## src/rtl/pulse_seq_pkg.sv

```systemverilog
// Shared types and helpers for the N-pulse NMR transmit/record sequencer.
package pulse_seq_pkg;

   typedef enum logic [2:0] {
      IDLE     = 3'd0,
      PULSE    = 3'd1,
      GAP      = 3'd2,
      REC      = 3'd3,
      REP_WAIT = 3'd4
   } seq_state_e;

   localparam int unsigned DEFAULT_TICK_NS = 5;
   localparam int unsigned DEFAULT_PHASE_W = 2;
   localparam int unsigned FIELD_BUS_W     = 1024;
   localparam int unsigned FIELD_MAX_W     = 64;

   // Field k (w bits wide) of a flattened bus; callers zero-extend the bus and truncate the result.
   function automatic logic [FIELD_MAX_W-1:0] field_of(input logic [FIELD_BUS_W-1:0] bus,
                                                       input int unsigned k,
                                                       input int unsigned w);
      logic [FIELD_MAX_W-1:0] mask;
      mask = (w >= FIELD_MAX_W) ? {FIELD_MAX_W{1'b1}} : ((64'd1 << w) - 64'd1);
      return FIELD_MAX_W'(bus >> (k * w)) & mask;
   endfunction

endpackage

```

## src/rtl/seg_timer.sv

```systemverilog
// Nanosecond segment timer: counts TICK_NS per cycle, flags the final cycle of a segment.
module seg_timer import pulse_seq_pkg::*; #(
   parameter int unsigned TW      = 32,
   parameter int unsigned TICK_NS = DEFAULT_TICK_NS
) (
   input  logic          clk,
   input  logic          reset_n,
   input  logic          load,
   input  logic [TW-1:0] len,
   output logic          last
);

   logic [TW:0] acc_r;
   logic [TW:0] acc_next_s;

   // End-of-segment compare; a zero length ends on the very first cycle.
   always_comb begin
      acc_next_s = acc_r + (TW+1)'(TICK_NS);
      last       = (acc_next_s >= {1'b0, len});
   end

   // Accumulator holds once the segment has ended so it can never wrap.
   always_ff @(posedge clk or negedge reset_n) begin
      if (!reset_n) begin
         acc_r <= '0;
      end else if (load) begin
         acc_r <= '0;
      end else if (!last) begin
         acc_r <= acc_next_s;
      end else begin
         acc_r <= acc_r;
      end
   end

endmodule

```

## src/rtl/pulse_sequencer.sv

```systemverilog
// N-pulse transmit/record sequencer: P0,G0..P(N-1), record window, repetition delay, per shot.
module pulse_sequencer import pulse_seq_pkg::*; #(
   parameter int unsigned N_PULSES = 3,
   parameter int unsigned TW       = 32,
   parameter int unsigned PHASE_W  = DEFAULT_PHASE_W,
   parameter int unsigned SHOT_W   = 16,
   parameter int unsigned TICK_NS  = DEFAULT_TICK_NS
) (
   input  logic                                           clk,
   input  logic                                           reset_n,
   input  logic                                           run,
   input  logic [N_PULSES*TW-1:0]                         pulse_len,
   input  logic [((N_PULSES > 1) ? N_PULSES-1 : 1)*TW-1:0] gap_len,
   input  logic [N_PULSES*PHASE_W-1:0]                    pulse_phase,
   input  logic [TW-1:0]                                  rec_len,
   input  logic [TW-1:0]                                  rep_delay,
   input  logic [SHOT_W-1:0]                              n_shots,
   output logic [PHASE_W-1:0]                             TX_active_phase,
   output logic                                           amp_enable,
   output logic                                           ADC_enable,
   output logic                                           busy,
   output logic [SHOT_W-1:0]                              shot_count,
   output logic                                           done
);

   localparam int unsigned GAP_N = (N_PULSES > 1) ? N_PULSES - 1 : 1;
   localparam int unsigned IDX_W = (N_PULSES > 1) ? $clog2(N_PULSES) : 1;

   seq_state_e                  state_r;
   logic [IDX_W-1:0]            idx_r;
   logic                        run_low_r;
   logic [N_PULSES*TW-1:0]      pulse_len_r;
   logic [GAP_N*TW-1:0]         gap_len_r;
   logic [N_PULSES*PHASE_W-1:0] pulse_phase_r;
   logic [TW-1:0]               rec_len_r;
   logic [TW-1:0]               rep_delay_r;
   logic [SHOT_W-1:0]           n_shots_r;

   logic                        start_s;
   logic                        load_s;
   logic                        last_s;
   logic [TW-1:0]               cur_len_s;
   logic [IDX_W-1:0]            next_idx_s;
   logic [TW-1:0]               next_len_s;
   logic [PHASE_W-1:0]          next_phase_s;
   logic [SHOT_W:0]             shot_inc_s;
   logic                        final_shot_s;

   // Start detect, current segment length and next-pulse lookups from the shadow copy.
   always_comb begin
      start_s      = (state_r == IDLE) && run && run_low_r;
      load_s       = start_s || ((state_r != IDLE) && last_s);
      next_idx_s   = idx_r + IDX_W'(1);
      next_len_s   = TW'(field_of(FIELD_BUS_W'(pulse_len_r), 32'(next_idx_s), TW));
      next_phase_s = PHASE_W'(field_of(FIELD_BUS_W'(pulse_phase_r), 32'(next_idx_s), PHASE_W));
      shot_inc_s   = {1'b0, shot_count} + (SHOT_W+1)'(1);
      final_shot_s = (n_shots_r != '0) && (shot_inc_s == {1'b0, n_shots_r});
      cur_len_s    = '0;
      case (state_r)
         PULSE:    cur_len_s = TW'(field_of(FIELD_BUS_W'(pulse_len_r), 32'(idx_r), TW));
         GAP:      cur_len_s = TW'(field_of(FIELD_BUS_W'(gap_len_r), 32'(idx_r), TW));
         REC:      cur_len_s = rec_len_r;
         REP_WAIT: cur_len_s = rep_delay_r;
         default:  cur_len_s = '0;
      endcase
   end

   seg_timer #(.TW(TW), .TICK_NS(TICK_NS)) u_seg_timer (
      .clk     (clk),
      .reset_n (reset_n),
      .load    (load_s),
      .len     (cur_len_s),
      .last    (last_s)
   );

   // Sequencer FSM with registered outputs; run_low_r resets to 0 so a run held high through reset cannot start.
   always_ff @(posedge clk or negedge reset_n) begin
      if (!reset_n) begin
         state_r         <= IDLE;
         idx_r           <= '0;
         run_low_r       <= 1'b0;
         pulse_len_r     <= '0;
         gap_len_r       <= '0;
         pulse_phase_r   <= '0;
         rec_len_r       <= '0;
         rep_delay_r     <= '0;
         n_shots_r       <= '0;
         TX_active_phase <= '0;
         amp_enable      <= 1'b0;
         ADC_enable      <= 1'b0;
         busy            <= 1'b0;
         shot_count      <= '0;
         done            <= 1'b0;
      end else begin
         run_low_r <= ~run;
         done      <= 1'b0;
         if (state_r == IDLE) begin
            if (start_s) begin
               pulse_len_r     <= pulse_len;
               gap_len_r       <= gap_len;
               pulse_phase_r   <= pulse_phase;
               rec_len_r       <= rec_len;
               rep_delay_r     <= rep_delay;
               n_shots_r       <= n_shots;
               shot_count      <= '0;
               idx_r           <= '0;
               state_r         <= PULSE;
               busy            <= 1'b1;
               amp_enable      <= (pulse_len[TW-1:0] != '0);
               ADC_enable      <= 1'b0;
               TX_active_phase <= pulse_phase[PHASE_W-1:0];
            end else begin
               busy            <= 1'b0;
               amp_enable      <= 1'b0;
               ADC_enable      <= 1'b0;
               TX_active_phase <= '0;
            end
         end else if (!run) begin
            state_r         <= IDLE;
            idx_r           <= '0;
            busy            <= 1'b0;
            amp_enable      <= 1'b0;
            ADC_enable      <= 1'b0;
            TX_active_phase <= '0;
         end else if (last_s) begin
            case (state_r)
               PULSE: begin
                  amp_enable <= 1'b0;
                  if (idx_r == IDX_W'(N_PULSES - 1)) begin
                     state_r    <= REC;
                     ADC_enable <= 1'b1;
                  end else begin
                     state_r    <= GAP;
                     ADC_enable <= 1'b0;
                  end
               end
               GAP: begin
                  state_r         <= PULSE;
                  idx_r           <= next_idx_s;
                  amp_enable      <= (next_len_s != '0);
                  TX_active_phase <= next_phase_s;
               end
               REC: begin
                  ADC_enable <= 1'b0;
                  shot_count <= (&shot_count) ? shot_count : shot_inc_s[SHOT_W-1:0];
                  if (final_shot_s) begin
                     state_r         <= IDLE;
                     idx_r           <= '0;
                     busy            <= 1'b0;
                     done            <= 1'b1;
                     TX_active_phase <= '0;
                  end else begin
                     state_r <= REP_WAIT;
                  end
               end
               REP_WAIT: begin
                  state_r         <= PULSE;
                  idx_r           <= '0;
                  amp_enable      <= (pulse_len_r[TW-1:0] != '0);
                  TX_active_phase <= pulse_phase_r[PHASE_W-1:0];
               end
               default: begin
                  state_r         <= IDLE;
                  idx_r           <= '0;
                  busy            <= 1'b0;
                  amp_enable      <= 1'b0;
                  ADC_enable      <= 1'b0;
                  TX_active_phase <= '0;
               end
            endcase
         end else begin
            state_r <= state_r;
         end
      end
   end

endmodule

```

## config.mk

```make
export PLATFORM = sky130hd
export DESIGN_NAME = pulse_sequencer
export DESIGN_NICKNAME = d
export VERILOG_FILES = /design/src/rtl/pulse_seq_pkg.sv /design/src/rtl/seg_timer.sv /design/src/rtl/pulse_sequencer.sv
export SDC_FILE = /design/constraint.sdc
export NUM_CORES = 1
export LEC_CHECK = 0
export CAP_MARGIN = 40
export CORE_UTILIZATION = 49
export DETAILED_ROUTE_END_ITERATION = 10
export GPL_TIMING_DRIVEN = 0
export HOLD_SLACK_MARGIN = 0.02
export PLACE_DENSITY = 0.77
export SLEW_MARGIN = 20
export SYNTH_ARGS = -nofsm -noshare
export SYNTH_HDL_FRONTEND = slang
export SYNTH_SLANG_ARGS = --single-unit
```

## constraint.sdc

```tcl
create_clock -name clk -period 4.7 [get_ports clk]
set_clock_uncertainty 0.2 [all_clocks]
set_input_delay 0.705 -clock clk [delete_from_list [all_inputs] [get_ports clk]]
set_output_delay 0.705 -clock clk [all_outputs]
set_load 0.005 [all_outputs]
```

==> impl_metrics.tcl <==
set metrics [dict create \
    antenna_found_initial 3 \
    io_buffers 270 \
    cts_buffer_depth 3 \
    yosys_warnings 0 \
    r2r_slack_ps -310 \
    initial_utilization 0.4993 \
    holdCritStartpoint "gap_len_r[62]" \
    ant_nets 0 \
    r2r-start "state_r[2]" \
    p_comb_frac 0.485 \
    min_path_type "reg2reg" \
    syn-cell-area_um2 16330 \
    r2r-end "u_seg_timer.acc_r[8]" \
    crit_required_ps 4890 \
    worstMarginPinSlew_ps 1004 \
    grt_pass1_wl_um 88190 \
    max_slew_margin 0.3309 \
    area_growth_pct 34.25 \
    power_leakage_nw 10.07 \
    p_clk_frac 0.189 \
    clock_latency_ps 540 \
    async_reset_ff_frac 1.000 \
    cap_violations 0 \
    die-area_um2 34060 \
    sw_frac_of_total 0.4103 \
    status "finished, violations left" \
    p_per_area_nw_per_um2 655.8 \
    min_path_cells 2 \
    routedWlPerCell_um 21.12 \
    power.internal_mw 8.476 \
    critPathKind "reg2reg" \
    final_hold_viol_count 0 \
    final_cell_area_um2 21920 \
    vias 16230 \
    die_y_um 184.5 \
    arrival_ps 5200 \
    synth_edf_count 0 \
    syn_nets 2194 \
    clkSlewWorstSetupHoldPaths_ps 60 \
    p_sw_mw 5.899 \
    power_frac_seq 0.326 \
    hpwl_um 42730 \
    rows 66 \
    multi_input_area_um2 8329 \
    final_max_slew_viol_count 0 \
    rsz0062_at_grt "yes" \
    fillCellCount 2605 \
    synth-seq-cells 307 \
    netlist.area_leader.share 0.4705 \
    r2r_cells 22 \
    layout-drive-gt1-share 0.1162 \
    regArea_um2 7686 \
    fin_ws_ps -312.9 \
    fin_crit_sh 1.067 \
    avgSynthCellArea_um2 8.549 \
    core_um2 32700 \
    p_total_mw 14.38 \
    crit_fanout 7 \
    ys_seq_area_frac 0.4705 \
    track_usage 0.3432 \
    num_io_pins 271 \
    finalWeightedCongestion 0.9414 \
    tritoncts "done" \
    ir_worst_vdd_uv 330.8 \
    cts-buffers-inserted 35 \
    clk_root_buffer_cell "clkbuf_16" \
    grt_max_degree 99 \
    startpoint_type "flop" \
    whs_ps 276.7 \
    violations "negative setup slack" \
    viasPerCell 5.939 \
    synthDistinctLibCells 63 \
    cts.sink_count 307 \
    cp-end-kind "flop" \
    dpl-instance-area_um2 19720 \
    overflow 0 \
    drtPass1Iterations 5 \
    max_clock_freq_mhz 199.5 \
    dpl_worst_slack_ps -1447 \
    drt-total-wl_um 57720 \
    drt-initial-drc-count 1693 \
    fp.dieW_um 184.5 \
    min_period_ps 5013 \
    remaining_drc_errors 0 \
    yosysTopAreaCell "dfrtp_1" \
    ys.flop_type "dfrtp_1" \
    htree_levels 2 \
    grt_pass1_vias 15880 \
    min_to "gap_len_r[62]" \
    setup-tns-final_ps -13600 \
    setup_viol 60 \
    netlist_instances 1910 \
    nets 2550 \
    synth_area_leaders "dfrtp_1, nand2_1, mux4_2, a22oi_1, o21ai_0" \
]
## synth_stat cells, drive strengths merged (5+ instances only)
cell      n
buf      25
xnor2    29
xor2     18
a21oi    51
and4      6
mux2i    37
o211ai    8
nor3     15
nand2   759
o21ai    97
nand3    42
and3     13
or3       7
a22o      6
and2      5
a31oi    27
or4       8
mux4     32
nor2     33
clkbuf   97
nor4     40
ha       35
inv      52
nand2b    7
nor2b     7
dfrtp   307
a22oi    69
nand4    29
## layout make-up
type,instances,area share
Inverter,53,0.009076
Timing Repair Buffer,325,0.1551
Sequential cell,307,0.3506
Tap cell,442,0.02523
Buffer,116,0.02814
Clock buffer,47,0.04521
Clock inverter,13,0.006393
Antenna cell,2,0.0002283
Multi-Input combinational cell,1428,0.3800
## power groups by stage
stage	Combinational, mW	Clock, mW	Sequential [mW]
2_1_floorplan	3.78	0	4.27
3_3_place_gp	5.27	0	4.59
3_5_place_dp	5.45	0	4.63
4_1_cts	6.50	2.72	4.62
5_1_grt	7.54	2.83	4.77
6_report	6.98	2.72	4.68
## cell families after synthesis
group,count (synthesis),share of synthesized area
flip-flops,307,0.4705
adder cells (fa/ha/maj),35,0.02682
XOR/XNOR,47,0.02521
AO/OA/AOI/OAI,294,0.1126
multiplexers,71,0.06820
buffers and inverters,175,0.04268
AND/OR/NAND/NOR,981,0.2540
## worst max-delay path, stage by stage (launching register included)
cell       delay, ps
dfrtp_2          430
nor2_4           120
and2_4           170
clkbuf_16        170
buf_12           140
mux4_2           550
a22oi_2          170
mux2i_1           90
nand2_1           70
o21ai_1          140
a22oi_1          220
ha_1             300
a21oi_2          160
o21ai_2           80
a2111oi_2        240
o211ai_1         210
a311o_2          450
buf_6            140
buf_12           120
or2_4            290
nand2_8          140
clkbuf_16        170
a31oi_1           90
## through the flow
step / instances / util
after detailed placement: 2628 / 0.6031
after global placement: 2622 / 0.5994
final: 2733 / 0.6703
after floorplan: 1910 / -
after CTS: 2722 / 0.6603
after global routing: 2731 / 0.6701
## flip-flops by register name, indices dropped and copies added, names as in the netlist, 2 cells and up
register / count
TX_active_phase: 2
gap_len_r: 64
idx_r: 2
n_shots_r: 16
pulse_len_r: 96
pulse_phase_r: 6
rec_len_r: 32
rep_delay_r: 32
shot_count: 16
state_r: 3
u_seg_timer.acc_r: 33
## how the worst max path moves through the flow
stage	start	end	slack, ps	depth (start not counted)
6_report	state_r[2]	u_seg_timer.acc_r[8]	-310	22
2_1_floorplan	state_r[2]	u_seg_timer.acc_r[20]	20	22
4_1_cts	state_r[0]	u_seg_timer.acc_r[7]	-80	22
5_1_grt	state_r[2]	u_seg_timer.acc_r[20]	-370	22
3_3_place_gp	reset_n	u_seg_timer.acc_r[12]	-10410	1
3_5_place_dp	state_r[2]	shot_count[3]	-1450	21
## layer usage
| layer | track usage | wire, um | up-vias | share of wire |
|---|---|---|---|---|
| met1 | 0.4404 | 22240 | 7862 | 0.39 |
| met4 | 0.1557 | 2671 | 0 | 0.046 |
| met3 | 0.05552 | 4846 | 191 | 0.084 |
| li1 | - | - | 7231 | - |
| met2 | 0.5704 | 27960 | 947 | 0.48 |
| met5 | 0 | 0 | - | 0 |
## timing repair
item,4_1_cts,5_1_grt
gates cloned,6,2
resized for setup,99,63
setup buffers,32,9
hold endpoints to repair,30,0
pin swaps,30,30
hold buffers,1,0
endpoints found under the setup margin,60,60
## cells in the final DEF (no fill, tap or decap), types with 7 or more instances in the layout
| cell type | netlist | layout |
|---|---|---|
| a22oi_1 | 69 | 42 |
| ha_1 | 35 | 35 |
| clkinv_2 | 0 | 8 |
| clkbuf_16 | 0 | 38 |
| buf_12 | 0 | 9 |
| nand2_1 | 758 | 754 |
| a31oi_1 | 27 | 25 |
| clkbuf_2 | 4 | 9 |
| mux2i_1 | 37 | 37 |
| and3_1 | 13 | 13 |
| a22oi_2 | 0 | 27 |
| nor2_1 | 33 | 31 |
| o21ai_0 | 95 | 76 |
| nor4_1 | 40 | 39 |
| xor2_1 | 18 | 18 |
| o21ai_1 | 2 | 11 |
| inv_1 | 52 | 52 |
| mux4_2 | 32 | 32 |
| or4_1 | 8 | 7 |
| xnor2_1 | 29 | 29 |
| a21oi_2 | 0 | 10 |
| buf_8 | 0 | 7 |
| o21ai_2 | 0 | 9 |
| nand3_1 | 42 | 38 |
| nor2b_1 | 7 | 7 |
| buf_4 | 1 | 33 |
| a21oi_1 | 51 | 41 |
| clkdlybuf4s50_1 | 0 | 269 |
| buf_1 | 9 | 7 |
| o211ai_1 | 8 | 8 |
| clkbuf_8 | 0 | 7 |
| nand2b_1 | 7 | 7 |
| clkbuf_1 | 93 | 82 |
| buf_6 | 2 | 12 |
| nor3_1 | 14 | 9 |
| nand4_1 | 29 | 29 |
| dfrtp_1 | 307 | 304 |
(Power assumes the default switching activity.)
